$ cat config.mk
export PLATFORM = sky130hd
export DESIGN_NAME = z16_mmio_gpio_responder
export DESIGN_NICKNAME = d
export VERILOG_FILES = /design/src/rtl/z16_mmio_gpio_responder.sv
export SDC_FILE = /design/constraint.sdc
export NUM_CORES = 1
export LEC_CHECK = 0
export CAP_MARGIN = 20
export CORE_MARGIN = 2
export CORE_UTILIZATION = 31
export CTS_BUF_LIST = sky130_fd_sc_hd__clkbuf_16
export DETAILED_ROUTE_END_ITERATION = 10
export GPL_TIMING_DRIVEN = 1
export MAX_ROUTING_LAYER = met4
export PLACE_DENSITY_LB_ADDON = 0.25
export SLEW_MARGIN = 25
export SYNTH_ARGS = -nofsm -noshare
export SYNTH_HDL_FRONTEND = slang
export SYNTH_SLANG_ARGS = --single-unit
$ cat constraint.sdc
create_clock -name i_clk -period 1.9 [get_ports i_clk]
set_input_delay 0.38 -clock i_clk [delete_from_list [all_inputs] [get_ports i_clk]]
set_output_delay 0.38 -clock i_clk [all_outputs]
set_load 0.01 [all_outputs]
$ cat src/rtl/z16_mmio_gpio_responder.sv
// MMIO responder for the Z16 load/store path: LED (0x7A), button status (0x7C), press counter (0x7E).
// Reads are combinational from i_addr; the button pin is synchronised, debounced and latched as sticky events.
module z16_mmio_gpio_responder #(
    parameter int unsigned DEBOUNCE_CYCLES = 270000,
    parameter bit          BTN_ACTIVE_LOW  = 1'b1
) (
    input  logic        i_clk,
    input  logic        i_rst_n,
    input  logic [15:0] i_addr,
    input  logic        i_wen,
    input  logic        i_ren,
    input  logic [15:0] i_wdata,
    output logic [15:0] o_rdata,
    output logic        o_hit,
    input  logic        i_button_raw,
    output logic [5:0]  o_led,
    output logic        o_btn_event
);

    localparam int unsigned    CW       = $clog2(DEBOUNCE_CYCLES + 1);
    localparam logic [CW-1:0]  CNT_DONE = CW'(DEBOUNCE_CYCLES);
    localparam logic [CW-1:0]  CNT_ONE  = CW'(1);
    localparam logic [15:0]    ADDR_LED = 16'h007A;
    localparam logic [15:0]    ADDR_BTN = 16'h007C;
    localparam logic [15:0]    ADDR_CNT = 16'h007E;

    typedef enum logic [1:0] {STABLE_LO, WAIT_HI, STABLE_HI, WAIT_LO} db_state_t;

    db_state_t      db_state;
    logic [CW-1:0]  db_cnt;
    logic           btn_in;
    logic           btn_meta;
    logic           btn_s;
    logic           level;
    logic           press_sticky;
    logic           rel_sticky;
    logic [15:0]    press_cnt;
    logic           press_commit;
    logic           release_commit;
    logic           sel_led;
    logic           sel_btn;
    logic           sel_cnt;
    logic           rd_clr;
    logic           unused_wdata;

    assign unused_wdata = ^i_wdata[15:6];
    assign btn_in       = BTN_ACTIVE_LOW ? ~i_button_raw : i_button_raw;

    always_ff @(posedge i_clk or negedge i_rst_n) begin
        if (!i_rst_n) begin
            btn_meta <= 1'b0;
            btn_s    <= 1'b0;
        end else begin
            btn_meta <= btn_in;
            btn_s    <= btn_meta;
        end
    end

    // Commits happen on the edge where the (DEBOUNCE_CYCLES+1)-th equal sample is seen.
    assign press_commit   = (db_state == WAIT_HI) &&  btn_s && (db_cnt == CNT_DONE);
    assign release_commit = (db_state == WAIT_LO) && !btn_s && (db_cnt == CNT_DONE);

    always_ff @(posedge i_clk or negedge i_rst_n) begin
        if (!i_rst_n) begin
            db_state <= STABLE_LO;
            db_cnt   <= '0;
            level    <= 1'b0;
        end else begin
            case (db_state)
                STABLE_LO: begin
                    if (btn_s) begin
                        db_state <= WAIT_HI;
                        db_cnt   <= CNT_ONE;
                    end
                end
                WAIT_HI: begin
                    if (!btn_s) begin
                        db_state <= STABLE_LO;
                        db_cnt   <= '0;
                    end else if (db_cnt == CNT_DONE) begin
                        db_state <= STABLE_HI;
                        db_cnt   <= '0;
                        level    <= 1'b1;
                    end else begin
                        db_cnt <= db_cnt + CNT_ONE;
                    end
                end
                STABLE_HI: begin
                    if (!btn_s) begin
                        db_state <= WAIT_LO;
                        db_cnt   <= CNT_ONE;
                    end
                end
                WAIT_LO: begin
                    if (btn_s) begin
                        db_state <= STABLE_HI;
                        db_cnt   <= '0;
                    end else if (db_cnt == CNT_DONE) begin
                        db_state <= STABLE_LO;
                        db_cnt   <= '0;
                        level    <= 1'b0;
                    end else begin
                        db_cnt <= db_cnt + CNT_ONE;
                    end
                end
                default: begin
                    db_state <= STABLE_LO;
                    db_cnt   <= '0;
                end
            endcase
        end
    end

    assign sel_led = (i_addr == ADDR_LED);
    assign sel_btn = (i_addr == ADDR_BTN);
    assign sel_cnt = (i_addr == ADDR_CNT);
    assign rd_clr  = i_ren && sel_btn;

    // A new event wins over a same-edge clear-on-read; a counter store wins over a same-edge press.
    always_ff @(posedge i_clk or negedge i_rst_n) begin
        if (!i_rst_n) begin
            o_led        <= '0;
            press_sticky <= 1'b0;
            rel_sticky   <= 1'b0;
            press_cnt    <= '0;
        end else begin
            if (i_wen && sel_led)
                o_led <= i_wdata[5:0];

            if (press_commit)
                press_sticky <= 1'b1;
            else if (rd_clr)
                press_sticky <= 1'b0;

            if (release_commit)
                rel_sticky <= 1'b1;
            else if (rd_clr)
                rel_sticky <= 1'b0;

            if (i_wen && sel_cnt)
                press_cnt <= '0;
            else if (press_commit)
                press_cnt <= press_cnt + 16'd1;
        end
    end

    always_comb begin
        o_rdata = '0;
        if (sel_led)
            o_rdata = {10'b0, o_led};
        else if (sel_btn)
            o_rdata = {13'b0, rel_sticky, press_sticky, level};
        else if (sel_cnt)
            o_rdata = press_cnt;
    end

    assign o_hit       = sel_led || sel_btn || sel_cnt;
    assign o_btn_event = press_sticky;

endmodule

# --- After elaboration in Yosys (flattened, before gate mapping) ---
# Cells that the tools add are included.
totals:
  register_bits: 48
  inputBits: 37
  output_inout_bits: 24
  word_cells: 71
classes:
  addsub: 2
  n_eq_ne: 15
  mux: 26
  n_bitwise: 1
  n_reduce_logical: 18
op_table:
  columns: ["operator", "n"]
  rows:
  - ["19-bit 2-to-1 mux", 5]
  - ["16-bit 2-to-1 mux", 5]
  - ["19-bit case mux with 4 select lines", 1]
  - ["16-bit by 7-bit == test with 1-bit output (second input constant)", 3]
  - ["19-bit by 1-bit adder with 19-bit output (second input constant)", 1]
  - ["19-bit == test (second input constant)", 1]
  - ["16-bit by 1-bit adder with 16-bit output (second input constant)", 1]
  - ["2-bit 2-to-1 mux", 6]
  - ["2-bit != test (second input constant)", 4]
  - ["2-bit case mux with 4 select lines", 1]
  - ["2-bit nonzero test", 4]
  - ["1-bit logical AND", 7]
  - ["1-bit 2-to-1 mux", 7]
  - ["3-bit by 2-bit != test with 1-bit output (second input constant)", 2]
  - ["5-bit AND reduction", 1]
  - ["2-bit == test (second input constant)", 2]
  - ["2-bit by 1-bit != test with 1-bit output (second input constant)", 2]
  - ["4-bit AND reduction", 1]
  - ["2-bit by 1-bit == test with 1-bit output (second input constant)", 1]
  - ["2-bit zero test", 1]
  - ["1-bit logical OR", 2]
  - ["1-bit case mux with 2 select lines", 1]
  - ["2-bit AND reduction", 1]
  - ["1-bit zero test", 1]
  - ["1-bit inverter", 1]

# --- Longest topological paths before layout ---
depth:
  depth_word: 5
  mapped_depth: 9
  ltp_nobuf: 7

# --- Least setup slack after synthesis ---
# Ideal clock, no wire load.
synth_path:
  kind: "register -> register"
  startpoint: "reg db_cnt[0]"
  endpoint: "reg db_cnt[2]"
  setup_ps: 119
  t_arrival_ps: 1913
  t_required_ps: 1781
  setup_slack_ps: -132
  path_stages_with_launch: 10
  n_path_buf: 2
  period_less_slack_ps: 2032
  cell_sequence: "dfrtp_1 -> inv_1 -> ha_1 -> nor4bb_1 -> and3b_1 -> a21o_1 -> clkbuf_1 -> buf_2 -> o21ai_0 -> a21o_2"
synth_between:
  elab_chain_len: 4
  word_cells_on_any_way: 6
  cone_classes: "1 x add/sub; 1 x eq/ne; 4 x mux"
synth_rtl:
  columns: ["item", "line", "rtl"]
  rows:
  - ["from (decl)", "30", "logic [CW-1:0] db_cnt;"]
  - ["from (signal assigned)", "85", "db_cnt <= db_cnt + CNT_ONE;"]
  - ["from (signal assigned)", "103", "db_cnt <= db_cnt + CNT_ONE;"]
  - ["19-bit by 1-bit adder with 19-bit output / 19-bit == test (equally long branches)", null, null]
  - ["19-bit 2-to-1 mux (*)", "80, 98", null]
  - ["19-bit 2-to-1 mux, on equally long branches", "95, 77", null]
  - ["19-bit case mux with 4 select lines (*)", "69", "case (db_state)"]
# Every way passes the cells marked *; elsewhere a longest branch is shown, timed or not.
# A chain may end at the register's enable or synchronous reset.

# --- Worst setup path in the final report ---
layout_path:
  startpoint: "in i_addr[8]"
  endpoint: "out o_rdata[6]"
layout_between:
  elab_chain_len: 4
  word_cells_on_any_way: 6
  cone_classes: "3 x eq/ne; 3 x mux"
layout_rtl:
  columns: ["item", "line", "rtl"]
  rows:
  - ["from (decl)", "9", "input logic [15:0] i_addr,"]
  - ["16-bit by 7-bit == test with 1-bit output", "116", "assign sel_cnt = (i_addr == ADDR_CNT);"]
  - ["16-bit 2-to-1 mux", "153", "else if (sel_cnt)"]
  - ["16-bit 2-to-1 mux", "151", "else if (sel_btn)"]
  - ["16-bit 2-to-1 mux (*)", "149", "if (sel_led)"]
  - ["to (decl)", "13", "output logic [15:0] o_rdata,"]
# Marks and branches as above.

==> summary.txt <==
Clock network
  • H-tree levels: 2
  • Clock sink count: 48
  • Worst-Skew Late Latency: just under 0.3 ns
  • Clock root buffer: clkbuf_16
  • Clock tree buffer depth: 2
  • Worst-path clk slew: 0.07 ns
  • CTS tree: yes
  • Hold buffers post-CTS: 0
  • Inserted Clock Buffers: 5

GRT
  • Vias in the first global route: about 2700
  • Initial antenna violation count: 0
  • Pin count of the biggest net entering global routing: 30
  • Total GRT Usage: 0.1603
  • First-pass GRT wire length: 12450 µm
  • GRT overflow: 0

Pwr
  • Leak Pwr: 1.932 nW
  • Total power: 2.801 mW
  • Pwr Density: 640.1 nW/µm²
  • Worst VDD drop: between 400 and 500 µV

Synthesis
  • Post-synth EDFFs: 0
  • Async SR Flop Fraction: 1.000
  • Area share of the largest cell type after synthesis: 0.4364
  • Largest cells by area after synthesis: dfrtp_1 44%, xnor2_1 4.1%, nor2_1 4.1%
  • Seq cells post-synth: 48
  • Syn Area/Cell: 8.937 µm²
  • Synth Instances: 308
  • Area of the mapped netlist: 2753 µm²
  • Yosys top cell by area: dfrtp_1
  • Yosys cell types: 42
  • Syn. warnings: 0
  • Synth Net Count: 348
  • Register area share after synthesis: 0.4364
  • Post-synth top flop: dfrtp_1

Route
  • First-pass detailed-route iteration total: 4
  • DRC violations left: 0
  • Drt via density: 5.053
  • DR iter-0 viols: 78
  • Vias: 2658
  • DR WL/cell: roughly 15 µm
  • Final Routed Wirelength: 7791 µm
  • Final ANT Viol Nets: 0

Setup path
  • Worst-path fanout max: 4
  • Worst Path Buf+Inv: 4
  • WP data required: 1.52 ns
  • Cell mode on critical path: buf_2
  • Delay-heaviest family, CP: simple AND/OR/NAND/NOR gates
  • Critical Path Source Type: input pin
  • CP endpoint kind: primary output
  • Crit-path max cell delay: 0.30 ns
  • Worst setup path class: in -> out
  • Critical path depth: 8
  • CP Data Arrival Time: 1.70 ns
  • Crit-path cells: buf_2, nor4b_4, nand4_1, or2_4, buf_12, buf_6, nor3_2, buf_2
  • Critical-path top delay cell: or2_4
  • Worst r2r path cells: 8

Worst hold path
  • Hold Crit Class: in -> async

Placed design
  • # port buffers: 50
  • Placed cell areas: 3764 µm²
  • Routability cong.: 0.8645
  • Detailed Place HPWL: 5196 µm

STA
  • Hold WS: 0.05916 ns
  • Clk_skew: 0.006440 ns
  • RSZ-0062 raised after global routing: true
  • Final period utilization: 1.097
  • Slew margin rel.: 0.3957
  • Fmax: 480.0 MHz
  • Final Max Tran Viols: 0
  • Setup TNS Final: -2.309 ns
  • Post-route worst setup slack: -0.1835 ns
  • Worst Tran Pin Value: 0.9032 ns
  • Final Hold Fails: 0
  • Setup-failing EPs final: 27
  • Tmin final: 2.084 ns

Finish
  • N_diodes: 0
  • Layout cell share with drive strength beyond 1: 0.4043
  • Net count reported at finish: around 460
  • Final Util: 0.5042
  • Area grow syn2layout: 58.95%
  • Post-route design area: 4375 µm²

Floorplan
  • Die width: 98.23 µm
  • Rows: 34
  • Die Y: 98.23 µm
  • Initial Util: 0.3172
  • Placeable core area: 8678 µm²
  • IO Pins: roughly 60
  • Die ar.: 9649 µm²

Run
  • Max-cap violations: 0

Status
  • Outcome: finished with violations
  • Failing checks: negative setup slack
-- sequential cells by signal, indices dropped and copies added (netlist names), named ones only --
signal and count:
db_cnt 19, press_cnt 16, o_led 6, btn_meta 1, btn_s 1, db_state 1, level 1, o_btn_event 1
rel_sticky 1
-- per-stage QoR --
step / setup WS, ns / cells
CTS: -0.1977 / 513
detailed placement: -0.7600 / 500
finish: -0.1835 / 526
global placement: -0.7355 / 500
floorplan: -0.04426 / 308
global route: -0.2667 / 526
-- cells by family after synthesis --
| logic type | share of synthesized area |
|---|---|
| flops | 0.4364 |
| fa+ha+maj | 0.01364 |
| compound gates | 0.1191 |
| mux | 0.05409 |
| simple gates | 0.2923 |
| buf+inv | 0.04000 |
| xor+xnor | 0.04455 |
-- layout make-up --
class	instances	area [µm²]
clock buffer	5	125.1
timing repair buffer	114	1027
sequential	48	1206
tap	108	135.1
inverter	16	61.31
fill	802	4303
clock inverter	3	37.54
multi-input combinational	232	1783
-- cells in the mapped netlist, types with 2 or more instances --
master,count
a21boi_0,2
a21o_1,9
a21oi_1,22
a31o_2,3
and2_1,9
and3_1,5
and3b_1,2
and4_1,2
buf_2,4
clkbuf_1,7
clkinv_1,2
dfrtp_1,48
ha_1,3
inv_1,14
mux2_2,7
mux2i_1,7
nand2_1,21
nand3_1,15
nand4_1,10
nor2_1,30
nor3_1,10
nor3b_1,3
nor4_1,16
nor4bb_1,2
o21ai_0,15
o21ai_1,2
or2_2,5
or3_1,7
xnor2_1,13
-- final timing paths --
path / from / end / slack (ns)
max in group asynchronous: i_rst_n / db_cnt[2]$_DFFE_PN0P_ / 1.29
hold reg to reg: btn_meta$_DFF_PN0_ / btn_s$_DFF_PN0_ / 0.35
hold / removal: i_rst_n / o_led[4]$_DFFE_PN0P_ / 0.06
min in group i_clk: btn_meta$_DFF_PN0_ / btn_s$_DFF_PN0_ / 0.35
setup / recovery: i_addr[8] / o_rdata[6] / -0.18
setup reg to reg: db_cnt[0]$_DFFE_PN0P_ / press_cnt[14]$_DFFE_PN0P_ / -0.11
-- layer usage --
layer / track usage / vias to the layer above / share of wire
met4: 0.03688 / 0 / 0.012
met2: 0.2708 / 48 / 0.52
met3: 0.02720 / 13 / 0.031
li1: - / 1325 / -
met5: - / - / 0
met1: 0.2021 / 1272 / 0.44
-- report_power, final --
group / internal [mW] / total (mW) / switching, mW
Combinational: 0.373 / 0.726 / 0.353
Sequential: 1.06 / 1.09 / 0.0272
Clock: 0.612 / 0.988 / 0.375
Total: 2.05 / 2.80 / 0.755
-- placed cells by master (no fill, tap or decap), types with 4 or more instances in the layout --
| cell | count |
|---|---|
| xnor2_1 | 13 |
| nor2_1 | 24 |
| a21o_1 | 8 |
| o21ai_1 | 8 |
| nand4_1 | 10 |
| clkbuf_16 | 6 |
| o21ai_0 | 8 |
| nor3_4 | 4 |
| or2_2 | 4 |
| and2_4 | 5 |
| nand2_1 | 21 |
| inv_1 | 11 |
| nor4_1 | 6 |
| mux2_2 | 7 |
| dlygate4sd2_1 | 4 |
| nor3_2 | 5 |
| nand3_1 | 14 |
| dfrtp_1 | 44 |
| a21oi_1 | 20 |
| buf_4 | 47 |
| clkdlybuf4s15_1 | 4 |
| clkdlybuf4s50_1 | 16 |
| nor4_4 | 6 |
| or3_1 | 6 |
| dfrtp_2 | 4 |
| nor4_2 | 4 |
| mux2i_1 | 7 |
| buf_2 | 16 |
| and3_1 | 5 |
| buf_12 | 5 |
| buf_6 | 19 |
-- worst reg2reg max path: cells and delay by family (launching register included) --
family / cells / cell delay (ns)
compound gates: 1 / 0.12
buf+inv: 2 / 0.24
flops: 1 / 0.39
fa+ha+maj: 1 / 0.14
simple gates: 4 / 1.04
-- timing repair --
| action | 4_1_cts | 5_1_grt |
|---|---|---|
| setup endpoints to repair | 44 | 43 |
| pin swaps | 16 | 20 |
| resized for setup | 139 | 63 |
| setup buffers | 6 | 11 |
| cloned | 0 | 2 |
No activity file was read; power rests on OpenSTA's default activity.
